**src/rtl/mcse_bus_arb_pkg.sv**
```systemverilog
// ============================================================================
// Module      : mcse_bus_arb_pkg
// Description : Shared state encoding and default sizes for the MCSE bus arbiter.
// Revision    : 1.0 - initial release
// ============================================================================
`default_nettype none

package mcse_bus_arb_pkg;

    typedef enum logic [1:0] {
        ARB_IDLE = 2'd0,
        ARB_BUSY = 2'd1,
        ARB_DONE = 2'd2
    } arb_state_e;

    localparam int DEF_NUM_REQ        = 2;
    localparam int DEF_ADDR_WIDTH     = 32;
    localparam int DEF_PAYLOAD_BITS   = 256;
    localparam int DEF_TIMEOUT_CYCLES = 1024;

endpackage

`default_nettype wire

```
**src/rtl/mcse_rr_picker.sv**
```systemverilog
// ============================================================================
// Module      : mcse_rr_picker
// Description : Combinational round-robin pick: first request above i_ptr, wrapping.
// Revision    : 1.0 - initial release
// ============================================================================
`default_nettype none

module mcse_rr_picker #(
    parameter int NUM_REQ = 2,
    parameter int IDX_W   = $clog2(NUM_REQ)
) (
    input  logic [NUM_REQ-1:0] i_req,
    input  logic [IDX_W-1:0]   i_ptr,
    output logic [NUM_REQ-1:0] o_grant,
    output logic [IDX_W-1:0]   o_idx,
    output logic               o_valid
);

    logic [IDX_W-1:0] w_cand;

    // Walk from the farthest candidate down to ptr+1 so the nearest hit wins.
    always_comb begin
        o_valid = 1'b0;
        o_idx   = '0;
        o_grant = '0;
        w_cand  = '0;
        for (int k = NUM_REQ; k >= 1; k--) begin
            w_cand = IDX_W'((int'(i_ptr) + k) % NUM_REQ);
            if (i_req[w_cand]) begin
                o_valid = 1'b1;
                o_idx   = w_cand;
            end
        end
        if (o_valid) begin
            o_grant[o_idx] = 1'b1;
        end
    end

endmodule

`default_nettype wire

```
**src/rtl/mcse_bus_arbiter.sv**
```systemverilog
// ============================================================================
// Module      : mcse_bus_arbiter
// Description : Round-robin sharing of the MCSE bus-requester channel, one
//               transaction in flight. Optional watchdog: MCSE_BUS_ARB_TIMEOUT_EN.
// Revision    : 1.0 - initial release
// ============================================================================
`default_nettype none

module mcse_bus_arbiter
    import mcse_bus_arb_pkg::*;
#(
    parameter int NUM_REQ            = DEF_NUM_REQ,
    parameter int pAHB_ADDR_WIDTH    = DEF_ADDR_WIDTH,
    parameter int pPAYLOAD_SIZE_BITS = DEF_PAYLOAD_BITS,
    parameter int TIMEOUT_CYCLES     = DEF_TIMEOUT_CYCLES
) (
    input  logic                                  clk,
    input  logic                                  rst_n,
    input  logic [NUM_REQ-1:0]                    req_go,
    input  logic [NUM_REQ*pAHB_ADDR_WIDTH-1:0]    req_addr,
    input  logic [NUM_REQ*pPAYLOAD_SIZE_BITS-1:0] req_write,
    input  logic [NUM_REQ-1:0]                    req_rw,
    output logic [NUM_REQ-1:0]                    req_done,
    output logic                                  req_err,
    output logic [pPAYLOAD_SIZE_BITS-1:0]         req_rdata,
    output logic                                  bus_go,
    output logic [pAHB_ADDR_WIDTH-1:0]            bus_addr,
    output logic [pPAYLOAD_SIZE_BITS-1:0]         bus_write,
    output logic                                  bus_RW,
    input  logic                                  bus_done,
    input  logic [pPAYLOAD_SIZE_BITS-1:0]         bus_rdData,
    output logic [NUM_REQ-1:0]                    arb_grant,
    output logic                                  arb_busy
);

    localparam int IDX_W = $clog2(NUM_REQ);

    if (NUM_REQ < 2 || TIMEOUT_CYCLES < 2) begin : g_param_check
        $error("mcse_bus_arbiter: NUM_REQ and TIMEOUT_CYCLES must be >= 2");
    end

    arb_state_e                    r_state;
    logic [IDX_W-1:0]              r_ptr;
    logic [NUM_REQ-1:0]            r_grant;
    logic [NUM_REQ-1:0]            r_done;
    logic                          r_bus_go;
    logic [pAHB_ADDR_WIDTH-1:0]    r_bus_addr;
    logic [pPAYLOAD_SIZE_BITS-1:0] r_bus_write;
    logic                          r_bus_rw;
    logic [pPAYLOAD_SIZE_BITS-1:0] r_rdata;

    logic [NUM_REQ-1:0]            w_grant;
    logic [IDX_W-1:0]              w_idx;
    logic                          w_valid;
    logic                          w_timeout;
    logic [pAHB_ADDR_WIDTH-1:0]    w_addr_arr  [NUM_REQ];
    logic [pPAYLOAD_SIZE_BITS-1:0] w_wdata_arr [NUM_REQ];

    for (genvar gi = 0; gi < NUM_REQ; gi++) begin : g_unpack
        assign w_addr_arr[gi]  = req_addr[gi*pAHB_ADDR_WIDTH +: pAHB_ADDR_WIDTH];
        assign w_wdata_arr[gi] = req_write[gi*pPAYLOAD_SIZE_BITS +: pPAYLOAD_SIZE_BITS];
    end

    mcse_rr_picker #(
        .NUM_REQ (NUM_REQ),
        .IDX_W   (IDX_W)
    ) u_picker (
        .i_req   (req_go),
        .i_ptr   (r_ptr),
        .o_grant (w_grant),
        .o_idx   (w_idx),
        .o_valid (w_valid)
    );

    always_ff @(posedge clk or negedge rst_n) begin
        if (!rst_n) begin
            r_state     <= ARB_IDLE;
            r_ptr       <= IDX_W'(NUM_REQ - 1);
            r_grant     <= '0;
            r_done      <= '0;
            r_bus_go    <= 1'b0;
            r_bus_addr  <= '0;
            r_bus_write <= '0;
            r_bus_rw    <= 1'b0;
            r_rdata     <= '0;
        end else begin
            r_done <= '0;
            case (r_state)
                ARB_IDLE: begin
                    if (w_valid) begin
                        r_state     <= ARB_BUSY;
                        r_bus_go    <= 1'b1;
                        r_bus_addr  <= w_addr_arr[w_idx];
                        r_bus_write <= w_wdata_arr[w_idx];
                        r_bus_rw    <= req_rw[w_idx];
                        r_grant     <= w_grant;
                        r_ptr       <= w_idx;
                    end
                end
                ARB_BUSY: begin
                    // A real completion takes priority over a coincident timeout.
                    if (bus_done || w_timeout) begin
                        r_state  <= ARB_DONE;
                        r_bus_go <= 1'b0;
                        r_rdata  <= bus_done ? bus_rdData : '0;
                        r_done   <= r_grant;
                    end
                end
                ARB_DONE: begin
                    r_state <= ARB_IDLE;
                    r_grant <= '0;
                end
                default: begin
                    r_state <= ARB_IDLE;
                    r_grant <= '0;
                end
            endcase
        end
    end

`ifdef MCSE_BUS_ARB_TIMEOUT_EN
    localparam int WDOG_W = $clog2(TIMEOUT_CYCLES + 1);

    logic [WDOG_W-1:0] r_wdog;
    logic              r_err;

    assign w_timeout = (r_state == ARB_BUSY) && (r_wdog == WDOG_W'(TIMEOUT_CYCLES - 1));

    always_ff @(posedge clk or negedge rst_n) begin
        if (!rst_n) begin
            r_wdog <= '0;
            r_err  <= 1'b0;
        end else begin
            r_err  <= w_timeout && !bus_done;
            r_wdog <= (r_state == ARB_BUSY && !bus_done && !w_timeout) ? r_wdog + 1'b1 : '0;
        end
    end

    assign req_err = r_err;
`else
    assign w_timeout = 1'b0;
    assign req_err   = 1'b0;
`endif

    assign req_done  = r_done;
    assign req_rdata = r_rdata;
    assign bus_go    = r_bus_go;
    assign bus_addr  = r_bus_addr;
    assign bus_write = r_bus_write;
    assign bus_RW    = r_bus_rw;
    assign arb_grant = r_grant;
    assign arb_busy  = (r_state != ARB_IDLE);

endmodule

`default_nettype wire
```
**config.mk**
```make
export PLATFORM = sky130hd
export DESIGN_NAME = mcse_bus_arbiter
export DESIGN_NICKNAME = d
export VERILOG_FILES = /design/src/rtl/mcse_bus_arb_pkg.sv /design/src/rtl/mcse_rr_picker.sv /design/src/rtl/mcse_bus_arbiter.sv
export SDC_FILE = /design/constraint.sdc
export NUM_CORES = 1
export LEC_CHECK = 0
export BUFFER_PORTS_ARGS = -buffer_cell sky130_fd_sc_hd__buf_2
export CAP_MARGIN = 0
export CORE_AREA = 5 5 543 545
export DETAILED_ROUTE_END_ITERATION = 7
export DIE_AREA = 0 0 548 550
export GPL_ROUTABILITY_DRIVEN = 0
export SETUP_SLACK_MARGIN = 0.3
export SYNTH_ARGS = -nofsm -noshare
export SYNTH_HDL_FRONTEND = slang
export SYNTH_SLANG_ARGS = --single-unit
```
**constraint.sdc**
```tcl
create_clock -name clk -period 1.85 [get_ports clk]
set_clock_uncertainty 0.1 [all_clocks]
set_input_delay 0.37 -clock clk [delete_from_list [all_inputs] [get_ports clk]]
set_output_delay 0.37 -clock clk [all_outputs]
set_load 0.02 [all_outputs]
```
* Yosys cells after proc, flatten, opt, wreduce, memory -nomap -nowiden
Index checks and enable logic that the tools add are counted.
** Word-level totals
- Register bits :: 553
- Word-level logic and storage cells :: 58
- Bits of input ports :: 839
** Cells by class
- Reductions and logical operators :: 9
- Magnitude comparators :: 5
- Bitwise gates (word level) :: 2
- $add $sub $neg :: 2
- Muxes and demuxes :: 28
- Equal/unequal tests :: 3
** Operator list (count)
- 2-to-1 mux 256 bit :: 3
- 2-to-1 mux 32 bit :: 3
- 2-to-1 mux 1 bit :: 13
- 2-to-1 mux 2 bit :: 5
- one-hot mux 2 bit (2 select lines) :: 2
- AND reduction 2 bit :: 4
- < comparator 1 x 2 -> 1 bit (second input constant) :: 3
- nonzero test 2 bit :: 2
- AND reduction 3 bit :: 1
- adder 1 bit (second input constant) :: 2
- == test 2 x 1 -> 1 bit (second input constant) :: 1
- greater-or-equal comparator 2 bit (second input constant) :: 1
- logical NOT 2 bit :: 1
- != test 2 x 1 -> 1 bit (second input constant) :: 1
- != test 2 bit (second input constant) :: 1
- NOT 1 -> 2 bit :: 1
- one-hot mux 1 bit (2 select lines) :: 1
- demux 1 bit (select 1 bit) :: 1
- greater-or-equal comparator 1 bit (second input constant) :: 1
- logical AND 1 bit :: 1
- NOT 1 bit :: 1

* Depth between registers and ports, before layout
Gate-level depths: netlist of the first run.
- Word-level depth :: 11
- Depth in mapped cells :: 7
- Mapped depth without buffers :: 3

* By module
A second synthesis of the first run with hierarchy kept.
** Second synthesis, totals
- Cells, all modules :: 1824
- Area, all modules :: 23347.4 sq um
** Modules (own cells, without submodules)
- mcse_bus_arbiter :: area an instance 23314.9 sq um, times used 1, sequential area each 13839.5 sq um, cells an instance 1819
- mcse_rr_picker :: area an instance 32.5 sq um, times used 1, sequential area each 0.0 sq um, cells an instance 5

* Worst setup path after synthesis of the first run
No wires, ideal clock.
- Path type :: reg2reg
- From :: register r_state[0]
- To :: register r_bus_write[172], in the netlist bus_write[172]
- Stages on the path, launching flop included :: 7
- Path buffers :: 3
- Clock period less this slack :: 1.767 ns
- Arrival time :: 1.541 ns
- Data required time :: 1.624 ns
- Path slack :: 0.083 ns
- Cells stage by stage :: dfrtp_1 or2_1 buf_2 o21bai_4 buf_6 buf_2 a221o_1
** On the way
- Longest elaborated chain between the ends :: 2
** Ends and longest elaborated chain
- from (decl) :: line mcse_bus_arbiter.sv:42 : arb_state_e r_state;
- from (signal assigned) :: line mcse_bus_arbiter.sv:77 : r_state <= ARB_IDLE;
- from (signal assigned) :: line mcse_bus_arbiter.sv:91 : r_state <= ARB_BUSY;
- from (signal assigned) :: line mcse_bus_arbiter.sv:103 : r_state <= ARB_DONE;
- logical NOT 2 bit :: line mcse_bus_arbiter.sv:88 : case (r_state)
- AND reduction 2 bit (no source line)
- to (signal assigned) :: line mcse_bus_arbiter.sv:94 : r_bus_write <= w_wdata_arr[w_idx];
- to (decl) :: line mcse_bus_arbiter.sv:48 : logic [pPAYLOAD_SIZE_BITS-1:0] r_bus_write;
No other way between the ends.
A chain may end at the register's enable or synchronous reset.

* Worst setup path after layout of the first run
- From :: register r_state[1]
- To :: register r_bus_write[111], in the netlist bus_write[111]
Same word-level chain as after synthesis.

==> results of run 1 <==
[state kept, by name, indices dropped and copies added (netlist names)]
signal and count:
bus_go 1, bus_addr 32, r_state 2, r_ptr 1, req_done 2, arb_grant 2
bus_write 256, req_rdata 256, bus_RW 1
[cells by family (layout without fill, tap and decap cells)]
family / Yosys count / after routing / synth area share [%]
simple gates: 589 / 589 / 11.1
flops: 553 / 553 / 59.4
compound gates: 297 / 297 / 12.7
mux: 256 / 256 / 12.4
buf+inv: 192 / 2738 / 4.37
other cells: 1 / 88 / 0.0161
[area by class of cell]
| cell class | instances | area share [%] |
|---|---|---|
| repair buffers | 2605 | 42.3 |
| flip-flops and latches | 553 | 26.7 |
| well taps | 3800 | 9.17 |
| inverters | 2 | 0.0145 |
| multi-input cells | 1143 | 16.4 |
| diodes | 87 | 0.420 |
| clock inverters | 34 | 1.08 |
| clock buffers | 97 | 3.94 |
[synthesized netlist by cell type (all sizes together)]
cell / count / area (sq um)
a21bo: 1 / 10.0
a21o: 1 / 7.51
a21oi: 1 / 5.00
a221o: 289 / 2890
a22oi: 1 / 7.51
and2: 1 / 6.26
and2b: 1 / 7.51
buf: 106 / 696
clkbuf: 84 / 315
conb: 1 / 3.75
dfrtp: 552 / 13800
dfstp: 1 / 26.3
inv: 2 / 7.51
mux2: 256 / 2880
nand2: 291 / 1090
nand2b: 1 / 6.26
nand3b: 1 / 7.51
nor2: 2 / 7.51
nor2b: 2 / 12.5
nor3: 289 / 1450
o21ai: 1 / 5.00
o21bai: 2 / 26.3
o22ai: 1 / 6.26
or2: 1 / 6.26
[metal layers]
| metal | track usage (%) | share of wire, % | up-vias |
|---|---|---|---|
| met5 | 0 | 0.37 | - |
| met4 | 5.08 | 4.2 | 152 |
| met3 | 9.37 | 14 | 706 |
| met2 | 24.6 | 43 | 2181 |
| met1 | 18.7 | 39 | 13900 |
| li1 | - | - | 12200 |
[repair_timing]
| action | CTS | global route |
|---|---|---|
| pin swaps | 17 | 181 |
| resized for setup | 517 | 72 |
| endpoints found under the setup margin | 1100 | 1101 |
| buffers inserted | 102 | 20 |
| hold endpoints to repair | 1099 | 0 |
| hold buffers | 835 | 0 |
| cloned | 14 | 49 |
[layout by cell type (no fill, tap or decap), types with 16 or more instances in the layout]
cell type      count
clkbuf_16        112
diode_2           87
a221o_1          289
buf_8             46
dfrtp_1          546
mux2_2           254
buf_4            214
buf_6            202
buf_2           1172
buf_12            72
nor3_1           285
nand2_1          291
dlygate4sd3_1    834
clkbuf_1          16
buf_16            27
[power by group through the flow]
stage	clock network, mW	logic [mW]	registers, mW
finish	15.9	52.1	22.6
global route	16.8	55.1	23.2
CTS	16.4	49.1	22.4
detailed placement	0	40.8	21.9
global placement	0	40.6	21.8
floorplan	0	11.6	28.6
[worst paths after layout]
path                                             start                    endpoint  slack, ns  depth (start not counted)
worst max-delay path            r_state[1]$_DFFE_PN0P_  bus_write[111]$_DFFE_PN0P_      -0.46                          8
worst min-delay path                     req_write[44]   bus_write[44]$_DFFE_PN0P_       0.09                          4
worst max register to register  r_state[1]$_DFFE_PN0P_  bus_write[111]$_DFFE_PN0P_      -0.46                          8
worst min register to register      bus_go$_DFFE_PN0P_          bus_go$_DFFE_PN0P_       0.39                          2
max in group asynchronous                        rst_n   req_rdata[18]$_DFFE_PN0P_       0.41                          5
min in group asynchronous                        rst_n  req_rdata[180]$_DFFE_PN0P_       0.63                          4
[worst max-delay path, stage by stage, from the launching register on]
cell and delay [ns]:
dfrtp_1 0.38, or2_4 0.27, buf_4 0.14, buf_6 0.12
o21bai_4 0.24, buf_12 0.20, buf_16 0.17, clkbuf_16 0.18
a221o_1 0.33
==> flow_summary.toml, run 1 <==
[outcome]
status = "complete, but fails checks"
violations = "negative setup slack"

[timing]
grt_setup_unrepaired = "yes"
period_share_pct = 125
setup_viol = 539
drv_slew = 0
fmax_ghz = 0.433
postLayoutSetupSlackWorst_ns = -0.460
final_hold_viol_count = 0
finalCriticalPeriod_ns = 2.31
tns_ns = -125.60
fin_hold_ws_ns = 0.0882

[worst_setup_path]
worstPathRequired_ns = 2.39
end_kind = "register"
arrival_ns = 2.85
path_class = "reg -> reg"
critPathLaunchType = "register"
crit_fanout = 7

[clocking]
cts_buffers = 77
clk_latency_ns = 0.78
cts_tree = "built"
clock_path_buffers = 4
clock_sinks = 553
cts_root_buf = "clkbuf_16"
clk_pin_slew_worst_paths_ns = 0.07
htree_levels = 3

[place]
dp_cells = 7083
dpl.hpwl_um = 217000
place_area_sq_um = 36200
post-place-ws_ns = -0.170
port-buffer-count = 1389

[detailed_routing]
drc = 0
via_per_inst = 3.50
num_vias = 29200
drt_iter0_markers = 2501
dr.pass1.iters = 6
routed_wl_um = 264000
wl_per_cell_um = 31.7
ant_nets = 0

[final_layout]
areaGrowthSynthToFinish_pct = 123
drive_above_1_share_pct = 48.7
layoutNonFillerInstCount = 8321
utilization_pct = 17.9
stdcell_area_sq_um = 51900
ff_latch_area_sq_um = 13800
fillers = 31600
multi_input_comb_area_sq_um = 8480
nets = 5221

[pwr]
internal_power_mw = 49.8
p_clk_share_pct = 17.5
p_per_area_nw_per_um2 = 1750
sw_frac_of_total_pct = 45.0
finalPower_mw = 90.5
seq_power_share_pct = 25.0
vdd_drop_max_mv = 0.959
combPwrFrac_pct = 57.5
cellLeakagePower_nw = 23.4
p_switching_mw = 40.7

[die]
start_util_pct = 8.04
die_w_um = 548
rows = 198
die_y_um = 550
die_area_sq_um = 301000
core_sq_um = 290000
ios = 1391

[global_routing]
grt_pass1_vias = 29000
grt.total_usage_pct = 16.0
antenna_found_initial = 231
grt_max_degree = 70
gr-total-overflow = 0
grt_pass1_wl_um = 315000

[logic_synthesis]
syn_inst = 1888
syn-num-nets = 2727
yosysSeqAreaShare_pct = 59.4
avgSynthCellArea_sq_um = 12.3
synth_area_sq_um = 23300
synth_cell_types = 28
ys_seq_elements = 553
synth-warning-count = 0

[min_path]
holdCritPathClass = "in -> reg"

[run]
maxCapViolCount = 0
Note: power is estimated with default switching activity, not from simulation.
==> inputs of run 2 (changes only) <==
--- a/config.mk
+++ b/config.mk
@@ -8,9 +8,11 @@
 export BUFFER_PORTS_ARGS = -buffer_cell sky130_fd_sc_hd__buf_2
 export CAP_MARGIN = 0
 export CORE_AREA = 5 5 543 545
+export CTS_CLUSTER_DIAMETER = 60
 export DETAILED_ROUTE_END_ITERATION = 7
 export DIE_AREA = 0 0 548 550
 export GPL_ROUTABILITY_DRIVEN = 0
+export RECOVER_POWER = 25
 export SETUP_SLACK_MARGIN = 0.3
 export SYNTH_ARGS = -nofsm -noshare
 export SYNTH_HDL_FRONTEND = slang
==> flow_summary.toml, run 2 (synthesis gave the netlist of run 1 again) <==
[outcome]
status = "complete, but fails checks"
violations = "negative setup slack"

[global_routing]
grt.total_usage_pct = 16.0
antenna_found_initial = 240
grt_max_degree = 70
grt_pass1_wl_um = 314000
grt_pass1_vias = 29300
gr-total-overflow = 0

[clocking]
clk_latency_ns = 0.76
htree_levels = 3
cts_root_buf = "clkbuf_16"
clock_sinks = 553
cts_tree = "built"
clock_path_buffers = 4
clk_pin_slew_worst_paths_ns = 0.05
cts_buffers = 84

[final_layout]
final_common_cell = "buf_2"
nets = 5264
layout_common_cells = "buf_2, dlygate4sd3_1, dfrtp_1, nand2_1, a221o_1"
layoutNonFillerInstCount = 8366
stdcell_area_sq_um = 52600
drive_above_1_share_pct = 49.3
areaGrowthSynthToFinish_pct = 126
fillers = 31600

[timing]
setup_viol = 996
slew_headroom_pct = 47.7
fin_hold_ws_ns = 0.120
period_share_pct = 123
final_hold_viol_count = 0
fmax_ghz = 0.440
postLayoutSetupSlackWorst_ns = -0.423
grt_setup_unrepaired = "yes"
tns_ns = -179.48
worst_slew_pin_slew_ns = 0.785
drv_slew = 0
finalCriticalPeriod_ns = 2.27

[detailed_routing]
wl_per_cell_um = 31.7
maxUsedRoutingLayer = "met5"
via_per_inst = 3.52
routed_wl_um = 265000
met1_length_um = 103000
ant_nets = 0
drc = 0
met3_length_um = 36700
drt_iter0_markers = 2466
dr.pass1.iters = 5
num_vias = 29400
wl_met2_um = 111000

[worst_setup_path]
crit_fanout = 2
critPathLaunchType = "register"
worstReg2RegStart = "r_state[1]$_DFFE_PN0P_"
arrival_ns = 1.80
reg2reg_slack_ns = -0.41
crit_path_start = "r_state[1]$_DFFE_PN0P_"
path_class = "reg -> out"
worstPathRequired_ns = 1.38
end_kind = "output pin"

[die]
start_util_pct = 8.04
die_y_um = 550
ios = 1391
die_area_sq_um = 301000
core_sq_um = 290000
rows = 198
die_w_um = 548

[pwr]
cellLeakagePower_nw = 23.6
vdd_drop_max_mv = 0.921
p_per_area_nw_per_um2 = 1750

[place]
place_area_sq_um = 36200
post-place-ws_ns = -0.170
dp_cells = 7083
dpl.hpwl_um = 217000
port-buffer-count = 1389

[run]
maxCapViolCount = 0

[min_path]
hp-start = "req_write[240]"
holdCritPathClass = "in -> reg"
run 2: cell types whose count changed in the layout (fill, tap and decap cells not counted), moves of 5 or more:
cell	previous run	this run
buf_12	72	65
clkbuf_16	112	125
buf_2	1172	1103
bufinv_16	12	5
clkbuf_8	4	10
clkbuf_1	16	11
buf_6	202	268
buf_4	214	253
run 2: what timing repair did:
item / CTS / global route
endpoints found under the hold margin: 1099 / 0
buffers inserted: 140 / 22
endpoints found under the setup margin: 1099 / 1101
cloned: 7 / 52
hold buffers: 835 / 0
gates resized for setup: 644 / 82
pin swaps: 8 / 21
run 2: worst paths after layout:
| path | depth (start not counted) | endpoint |
|---|---|---|
| min in group asynchronous | 4 | bus_write[152]$_DFFE_PN0P_ |
| max in group asynchronous | 5 | req_rdata[14]$_DFFE_PN0P_ |
| min | 5 | bus_write[240]$_DFFE_PN0P_ |
| max | 4 | arb_busy |
| min reg2reg | 2 | bus_go$_DFFE_PN0P_ |
| max reg2reg | 11 | req_rdata[248]$_DFFE_PN0P_ |
run 2: final cells by class:
type	count	area (sq um)	share of cell area (%)
antenna	84	210	0.400
clock buffer	105	2300	4.38
clock inverter	38	447	0.850
inverter	2	7.51	0.0143
multi-input combinational	1143	8490	16.2
sequential	553	13800	26.3
tap	3800	4750	9.04
timing repair buffer	2641	22500	42.8
run 2: critical path: stages (launching register included):
cell     delay [ns]
dfrtp_1        0.37
or2_4          0.27
buf_12         0.14
buf_16         0.13
buf_8          0.12
run 2: where the power goes:
| part | leakage (nW) | switching [mW] | internal [mW] |
|---|---|---|---|
| Sequential | 6.67 | 4.51 | 18.2 |
| Clock | 1.33 | 6.70 | 9.60 |
| Combinational | 15.6 | 30.1 | 23.0 |
run 2: metrics by stage:
step           utilization [%]  power, mW
3_3_place_gp              12.5       62.4
3_5_place_dp              12.5       62.7
4_1_cts                   17.5       89.2
5_1_grt                   18.1       96.7
6_report                  18.2       92.1
2_1_floorplan                -       40.2
run 2: routing by layer:
layer | vias to the layer above | GRT usage, %
li1 | 12300 | -
met1 | 14000 | 18.6
met2 | 2253 | 24.2
met3 | 777 | 9.29
met4 | 146 | 5.93
met5 | - | 0
